===== src/rtl/memoria_pkg.sv =====
// memoria_pkg: shared defaults and constants for the dual-port memory arbiter.
package memoria_pkg;
    localparam int NREQ_DEF   = 4;
    localparam int ADDR_W_DEF = 3;
    localparam int DATA_W_DEF = 4;
    localparam logic RW_READ  = 1'b0;
    localparam logic RW_WRITE = 1'b1;

    function automatic int ptr_w(input int n);
        return (n > 1) ? $clog2(n) : 1;
    endfunction
endpackage


===== src/rtl/memoria_rr_pick.sv =====
// memoria_rr_pick: combinational two-winner round-robin pick with port-B address conflict check.
module memoria_rr_pick
    import memoria_pkg::*;
#(
    parameter int NREQ   = NREQ_DEF,
    parameter int ADDR_W = ADDR_W_DEF,
    localparam int PTR_W = ptr_w(NREQ)
) (
    input  logic [NREQ-1:0]        req_i,
    input  logic [NREQ-1:0]        rw_i,
    input  logic [NREQ*ADDR_W-1:0] addr_i,
    input  logic [PTR_W-1:0]       ptr_i,
    output logic                   a_vld_o,
    output logic [PTR_W-1:0]       a_idx_o,
    output logic                   b_vld_o,
    output logic [PTR_W-1:0]       b_idx_o,
    output logic [NREQ-1:0]        gnt_o,
    output logic [PTR_W-1:0]       nxt_o
);
    logic [PTR_W:0]    s, n;
    logic [PTR_W-1:0]  j, last;
    logic [ADDR_W-1:0] a_addr;
    logic              a_rw, seen_b;

    // Only the requester immediately after the port-A winner may take port B.
    always_comb begin
        a_vld_o = 1'b0;
        b_vld_o = 1'b0;
        a_idx_o = '0;
        b_idx_o = '0;
        a_addr = '0;
        a_rw = RW_READ;
        seen_b = 1'b0;
        s = '0;
        j = '0;
        for (int k = 0; k < NREQ; k++) begin
            s = {1'b0, ptr_i} + (PTR_W+1)'(k);
            s = (s >= (PTR_W+1)'(NREQ)) ? s - (PTR_W+1)'(NREQ) : s;
            j = s[PTR_W-1:0];
            if (req_i[j] && !a_vld_o) begin
                a_vld_o = 1'b1;
                a_idx_o = j;
                a_addr = addr_i[j*ADDR_W +: ADDR_W];
                a_rw = rw_i[j];
            end else if (req_i[j] && !seen_b) begin
                seen_b = 1'b1;
                b_vld_o = !(addr_i[j*ADDR_W +: ADDR_W] == a_addr &&
                            (a_rw == RW_WRITE || rw_i[j] == RW_WRITE));
                b_idx_o = j;
            end
        end
    end

    always_comb begin
        gnt_o = '0;
        gnt_o[a_idx_o] = a_vld_o;
        if (b_vld_o) gnt_o[b_idx_o] = 1'b1;
        last = b_vld_o ? b_idx_o : a_idx_o;
        n = {1'b0, last} + 1'b1;
        nxt_o = !a_vld_o ? ptr_i : (n == (PTR_W+1)'(NREQ)) ? '0 : n[PTR_W-1:0];
    end
endmodule


===== src/rtl/memoria_arbitro.sv =====
// memoria_arbitro: shares a dual-port memory among NREQ requesters, two grants per cycle,
// registered port drive and a fixed two-cycle read return.
module memoria_arbitro
    import memoria_pkg::*;
#(
    parameter int NREQ   = NREQ_DEF,
    parameter int ADDR_W = ADDR_W_DEF,
    parameter int DATA_W = DATA_W_DEF
) (
    input  logic                     clk,
    input  logic                     reset_L,
    input  logic [NREQ-1:0]          req,
    input  logic [NREQ-1:0]          req_rw,
    input  logic [NREQ*ADDR_W-1:0]   req_addr,
    input  logic [NREQ*DATA_W-1:0]   req_wdata,
    output logic [NREQ-1:0]          gnt,
    output logic [NREQ-1:0]          rvalid,
    output logic [NREQ*DATA_W-1:0]   rdata,
    output logic [ADDR_W-1:0]        AddrA,
    output logic [ADDR_W-1:0]        AddrB,
    output logic                     rwA,
    output logic                     rwB,
    output logic [DATA_W-1:0]        DataInA,
    output logic [DATA_W-1:0]        DataInB,
    input  logic [DATA_W-1:0]        DataOutA,
    input  logic [DATA_W-1:0]        DataOutB
);
    localparam int PTR_W = ptr_w(NREQ);

    logic [PTR_W-1:0]             ptr_q, ptr_d, a_idx, b_idx;
    logic                         a_vld, b_vld;
    logic [NREQ-1:0]              pick_gnt;
    logic [1:0]                   pv, rw_q, v1_q, rd2_q;
    logic [1:0][PTR_W-1:0]        pidx, i1_q, i2_q;
    logic [1:0][ADDR_W-1:0]       addr_q;
    logic [1:0][DATA_W-1:0]       din_q, dout;

    memoria_rr_pick #(.NREQ(NREQ), .ADDR_W(ADDR_W)) u_pick (
        .req_i   (req),
        .rw_i    (req_rw),
        .addr_i  (req_addr),
        .ptr_i   (ptr_q),
        .a_vld_o (a_vld),
        .a_idx_o (a_idx),
        .b_vld_o (b_vld),
        .b_idx_o (b_idx),
        .gnt_o   (pick_gnt),
        .nxt_o   (ptr_d)
    );

    assign pv = {b_vld, a_vld};
    assign pidx = {b_idx, a_idx};
    assign dout = {DataOutB, DataOutA};
    assign gnt = reset_L ? pick_gnt : '0;
    assign {AddrB, AddrA} = addr_q;
    assign {rwB, rwA} = rw_q;
    assign {DataInB, DataInA} = din_q;

    // Index 0 is port A, index 1 is port B; stage 1 rides with the port registers.
    always_ff @(posedge clk) begin
        if (!reset_L) begin
            ptr_q <= '0;
            addr_q <= '0;
            rw_q <= '0;
            din_q <= '0;
            v1_q <= '0;
            i1_q <= '0;
            rd2_q <= '0;
            i2_q <= '0;
        end else begin
            ptr_q <= ptr_d;
            for (int p = 0; p < 2; p++) begin
                v1_q[p] <= pv[p];
                i1_q[p] <= pidx[p];
                addr_q[p] <= pv[p] ? req_addr[pidx[p]*ADDR_W +: ADDR_W] : '0;
                rw_q[p] <= pv[p] ? req_rw[pidx[p]] : RW_READ;
                din_q[p] <= pv[p] ? req_wdata[pidx[p]*DATA_W +: DATA_W] : '0;
                rd2_q[p] <= v1_q[p] && rw_q[p] == RW_READ;
                i2_q[p] <= i1_q[p];
            end
        end
    end

    always_comb begin
        rvalid = '0;
        rdata = '0;
        for (int p = 0; p < 2; p++) begin
            if (reset_L && rd2_q[p]) begin
                rvalid[i2_q[p]] = 1'b1;
                rdata[i2_q[p]*DATA_W +: DATA_W] = dout[p];
            end
        end
    end
endmodule


===== config.mk =====
export PLATFORM = sky130hd
export DESIGN_NAME = memoria_arbitro
export DESIGN_NICKNAME = d
export VERILOG_FILES = /design/src/rtl/memoria_pkg.sv /design/src/rtl/memoria_rr_pick.sv /design/src/rtl/memoria_arbitro.sv
export SDC_FILE = /design/constraint.sdc
export NUM_CORES = 1
export LEC_CHECK = 0
export ABC_AREA = 1
export CAP_MARGIN = 20
export CORE_MARGIN = 3
export CORE_UTILIZATION = 45
export CTS_CLUSTER_DIAMETER = 30
export DETAILED_ROUTE_END_ITERATION = 10
export HOLD_SLACK_MARGIN = 0.06
export PLACE_DENSITY = 0.83
export SYNTH_ARGS = -nofsm -noshare
export SYNTH_HDL_FRONTEND = slang
export SYNTH_HIERARCHICAL = 1
export SYNTH_SLANG_ARGS = --single-unit

===== constraint.sdc =====
create_clock -name clk -period 2.2 [get_ports clk]
set_input_delay 0.44 -clock clk [delete_from_list [all_inputs] [get_ports clk]]
set_output_delay 0.44 -clock clk [all_outputs]
set_load 0.01 [all_outputs]

# Word level (Yosys, flattened, before mapping)
# Cells that the tools add are included.
[word_totals]
inputBits = 46
out_inout_bits = 40
register_bits = 30
[classes]
bitwise = 6
n_eq_ne = 4
n_mul = 6
n_lt_le_gt_ge = 16
mux = 73
add_sub_neg = 10
shift = 12
reduce_logical = 31
[op_table]
columns = ["operator", "count"]
rows = [
  ["variable part select 12 x 5 -> 3 bit", 6],
  ["negation 4 -> 34 bit", 2],
  ["variable shift 4 x 34 -> 16 bit (first input constant)", 2],
  ["variable part select 4 x 34 -> 16 bit", 2],
  ["two-way mux 2 bit", 17],
  ["two-way mux 1 bit", 32],
  ["two-way mux 16 bit", 2],
  ["variable part select 16 x 5 -> 4 bit", 2],
  ["less-than comparator 2 x 3 -> 1 bit (second input constant)", 8],
  ["multiplier 2 x 2 -> 4 bit (second input constant)", 6],
  ["binary-select mux 1 bit (select 2 bit)", 10],
  ["logical AND 1 bit", 17],
  ["bitwise AND 16 bit", 1],
  ["bitwise mux 16 bit", 1],
  ["two-way mux 4 bit", 4],
  ["equality test 3 bit", 3],
  [">= comparator 3 bit (second input constant)", 3],
  ["zero test 1 bit", 9],
  ["two-way mux 3 bit", 3],
  ["demux 1 bit (select 2 bit)", 4],
  [">= comparator 2 x 1 -> 1 bit (second input constant)", 4],
  ["bitwise OR 4 bit", 2],
  ["subtractor 2 x 1 -> 2 bit (second input constant)", 4],
  ["adder 2 x 1 -> 3 bit (second input constant)", 2],
  ["other kinds (7)", 12],
]

# Depth between registers and ports, before layout
[depth]
depth_word = 25
depth_mapped = 24
ltp_nobuf = 22

# Hierarchy
# The synthesis kept the hierarchy.
[modules_own_cells]
columns = ["module", "instances", "cells_per_inst", "area_each_um2"]
rows = [
  ["memoria_arbitro", 1, 370, 2127.0],
  ["memoria_rr_pick", 1, 275, 1388.8],
]

# Least setup slack after synthesis
# Ideal clock, no wire load.
[synth_timing]
path_type = "register -> output"
start = "register ptr_q[1]"
end = "output gnt[0]"
t_required_ns = 1.760
stages_incl_launch_ff = 21
path_buffers = 2
arrival_ns = 1.898
setup_slack_ns = -0.138
cell_sequence = "dfxtp_1 > buf_4 > inv_2 > buf_6 > nand2_1 > nand2_4 > nand2_4 > nand2_8 > nor2_8 > nand3_1 > nand2_1 > nand2_1 > nand2_1 > nor2_1 > nand2_1 > nand2_2 > nand2_2 > nand2_1 > o32ai_1 > nand2_1 > inv_1"
[synth_via]
elab_cells_between_ends = 109
[synth_lines]
columns = ["element", "line_no", "source"]
rows = [
  ["start: declaration", "memoria_arbitro.sv:30", "logic [PTR_W-1:0] ptr_q, ptr_d, a_idx, b_idx;"],
  ["start signal: assignment", "memoria_arbitro.sv:71", "ptr_q <= ptr_d;"],
  ["parallel branches: the longest is 17 deep, another holds multiplier 2 x 2 -> 4 bit", "--", ""],
  ["two-way mux 1 bit *", "memoria_rr_pick.sv:40", "if (req_i[j] && !a_vld_o) begin"],
  ["net b_vld", "memoria_arbitro.sv:31", "logic a_vld, b_vld;"],
  ["two-way mux 4 bit *", "memoria_rr_pick.sv:57", "if (b_vld_o) gnt_o[b_idx_o] = 1'b1;"],
  ["net pick_gnt[0]", "memoria_arbitro.sv:32", "logic [NREQ-1:0] pick_gnt;"],
  ["two-way mux 4 bit *", "memoria_arbitro.sv:54", "assign gnt = reset_L ? pick_gnt : '0;"],
  ["end: declaration", "memoria_arbitro.sv:16", "output logic [NREQ-1:0] gnt,"],
]
# Mark *: on every way through the listed nets, which the timed path passes. The select of a mux whose other input is x is not followed.

# Worst setup path after layout
[layout_timing]
start = "register ptr_q[0]"
end = "output gnt[2]"
[layout_via]
elab_chain_len = 25
elab_cells_between_ends = 109
[layout_rtl]
columns = ["element", "line_no"]
rows = [
  ["parallel branches: the longest is 23 deep, another holds multiplier 2 x 2 -> 4 bit", "--"],
  ["two-way mux 4 bit *", "memoria_rr_pick.sv:57"],
  ["net pick_gnt[2]", "memoria_arbitro.sv:32"],
  ["two-way mux 4 bit *", "memoria_arbitro.sv:54"],
]
# Marked as above.

==> metrics.md <==
| Metric | Value |
|---|---|
| Detailed placer's ending HPWL | 8.83 mm |
| GRT Total Usage | 29.1% |
| VDD IR-drop max | 1110 uV |
| Seq/Total Area, Yosys | 17.1% |
| Critical path capture point type | output port |
| Most frequent cells in the layout | nand2_1, buf_4, inv_1 |
| CTS sink cnt | 30 |
| Die Area | 8910 um^2 |
| Post-Syn Instances | 645 |
| Worst Hold Launch | i1_q[0]$_SDFF_PN0_ |
| Post-DRT Antenna Nets | 0 |
| Clock buffer depth | 2 |
| NumNets Final | 895 |
| Number of hold violations in the final report | 0 |
| Worst Max-Slew Pin Slew | 326 ps |
| Die width | 94.4 um |
| YS warnings | 6 |
| Final setup viols | 31 |
| Congestion Overflow GR | 0 |
| Post-Route Utilization | 83.2% |
| Worst r2r path cells | 17 |
| Area grow syn2layout | 75.3% |
| Max FO, Critical Path | 7 |
| Wire per inst | 17.7 um |
| Minimum clock period | 3020 ps |
| Hold Path Class | register to register |
| Synth cell types | 40 |
| Slowest stage delay, CP | 410 ps |
| CP arrival | 2580 ps |
| Worst Hold Depth | 2 |
| Most common cell after layout, fill and taps aside | nand2_1 |
| Syn avg cell area | 5.45 um^2 |
| Port bufs | 85 |
| Unrepaired setup endpoints after global routing | true |
| Post-route DRC | 0 |
| Starting Density | 47.5% |
| CTS buffer count | 5 |
| First-pass GRT wire length | 21.0 mm |
| Core Footprint | 7410 um^2 |
| Die height | 94.4 um |
| CTS tree | yes |
| Max H-tree Level | 2 |
| Netlist Area Pre-Place | 3520 um^2 |
| Chain of cells forming the critical path | inv_6, buf_6, nand2_4, nand2_4, nand2_8, nand2_8, nand2_2, inv_2, nor2_4, inv_2, o21ai_0, o21ai_1, o21a_2, buf_4, o22ai_2, nand2_1, inv_2, buf_6 |
| Fillcell total | 408 |
| Via count of the first global-routing pass | 4725 |
| Vias | 5350 |
| Design area | 6160 um^2 |
| Clock Skew | 9.76 ps |
| Initial antenna violation count | 0 |
| Area after DPL | 5020 um^2 |
| Antenna diodes | 0 |
| Detailed Route WL | 16.6 mm |
| Layout cell share with drive strength beyond 1 | 38.5% |
| Slowest-stage cell, CP | dfxtp_4 |
| Leakage | 3.37 nW |
| Initial DRT Pass Iterations | 8 |
| Syn Nets | 704 |
| Num rows | 31 |
| Crit start category | register |
| Clock latency on the worst-skew pair | 290 ps |
| Pwr/cell area | 1950 nW/um^2 |
| Status | complete, but fails checks |
| Ports | 86 |
| Fmax | 0.331 GHz |
| Fin worst setup slack | -825 ps |
| CP startpoint | ptr_q[0]$_SDFF_PN0_ |
| Pins Over Slew Limit | 0 |
| WS Path Type | register to output port |
| Cts hold-fix bufs | 0 |
| Clock root cell | clkbuf_8 |
| Failing checks | negative setup slack |
| Max-Cap Viols | 0 |
| Rel. slew slack | 78.2% |
| Critical Path RT | 1760 ps |
| Most used cell, CP | inv_2 |
| Clk pin slew, worst setup/hold paths | 80 ps |
| Seq cells post-synth | 30 |
| Initial DRC Count | 463 |
| RD Place Congestion | 0.931 |
| Critical R2R Launch | ptr_q[0]$_SDFF_PN0_ |
| Pin count of the biggest net entering global routing | 21 |
| Vias per cell | 5.72 |
| Period utilization | 137% |
cell families (layout without fill, tap and decap cells):
kind of cell | Yosys count | in the layout | share of synthesized area, %
xor gates and xnor gates | 1 | 1 | 0.463
DFF | 30 | 30 | 17.1
and+or+nand+nor | 417 | 418 | 52.8
buffers and inverters | 139 | 330 | 17.1
adders and majority gates | 13 | 13 | 4.63
AOI/OAI and AO/OA | 45 | 45 | 7.90
final cells by class:
| class | instances | area [um^2] | share of cell area [%] |
|---|---|---|---|
| multi-input combinational | 477 | 2940 | 47.7 |
| timing repair buffer | 204 | 1900 | 30.9 |
| sequential | 30 | 612 | 9.93 |
| inverter | 117 | 480 | 7.80 |
| tap | 99 | 124 | 2.01 |
| clock buffer | 6 | 82.6 | 1.34 |
| clock inverter | 2 | 11.3 | 0.183 |
| timing repair inverter | 1 | 11.3 | 0.183 |
stage by stage:
step                      TNS (ps)  power, W  hold WS (ps)  setup WS, ps  instances
after global placement      -25750   0.00713           394         -1190        888
after CTS                    -5980   0.00964           418          -605        920
after floorplan               -496   0.00525           390         -99.9        645
after detailed placement    -26560   0.00733           403         -1210        888
after global routing        -14220    0.0125           452          -893        936
final                       -12600    0.0120           416          -825        936
flip-flops by register name, indices dropped and copies added (netlist names):
signal   cells
i1_q         4
rd2_q        2
DataInB      4
AddrA        3
DataInA      4
i2_q         4
ptr_q        2
AddrB        3
v1_q         2
rw_q         2
layer usage:
layer / wire length, um / track usage (%) / part of all wire [%] / vias up
li1: - / - / - / 2347
met1: 5900 / 35.1 / 36 / 2404
met2: 7740 / 51.7 / 47 / 458
met3: 1810 / 4.06 / 11 / 141
met4: 1110 / 11.7 / 6.7 / 0
met5: 0 / 0 / 0 / -
synth_stat cells:
library cell	instances	area, um^2
o21ai_2	1	8.76
a21oi_2	1	8.76
a31oi_1	2	12.5
nand3_4	1	17.5
dfxtp_1	30	601
buf_6	6	67.6
buf_4	6	45.0
or2_2	1	6.26
a21oi_1	16	80.1
a31oi_4	1	21.3
o2111ai_1	1	8.76
or2_1	1	6.26
o211ai_1	1	7.51
o32ai_1	1	8.76
nand2_4	3	33.8
nand3_1	61	305
inv_1	106	398
nor3_1	9	45.0
xor2_2	1	16.3
nor2_4	2	22.5
o21a_1	1	7.51
nand2_1	270	1010
nor3_2	1	10.0
buf_2	8	40.0
nand3_2	3	30.0
o21ai_1	6	30.0
nor2_1	34	128
o22ai_1	2	12.5
nand2_2	13	81.3
nor2_8	1	20.0
nand3b_1	3	22.5
inv_2	10	37.5
inv_4	1	6.26
o21ai_0	11	55.1
nor2_2	5	31.3
clkbuf_1	2	7.51
o21ai_4	1	16.3
ha_1	13	163
nand2_8	2	40.0
nand4_1	7	43.8
timing repair:
action	4_1_cts	5_1_grt
setup endpoints to repair	46	46
gates resized for setup	165	117
cloned	2	2
pin swaps	44	50
setup buffers	23	15
where the power goes:
group / total (W) / switching, W / internal [W]
registers: 0.000849 / 0.000105 / 0.000744
clock network: 0.000485 / 0.000233 / 0.000252
logic: 0.0107 / 0.00601 / 0.00467
worst paths after layout:
| path | slack [ps] | end |
|---|---|---|
| setup / recovery | -820 | gnt[2] |
| hold / removal | 420 | i2_q[0]$_SDFF_PN0_ |
| hold reg to reg | 420 | i2_q[0]$_SDFF_PN0_ |
| setup reg to reg | -540 | DataInB[0]$_SDFF_PN0_ |
critical path: cells and delay by family, from the launching register on:
family          cells  cell delay [ps]
buf+inv             7              600
flops               1              410
simple gates        7              620
compound gates      4              650
Power figures use the tool's default switching activity.
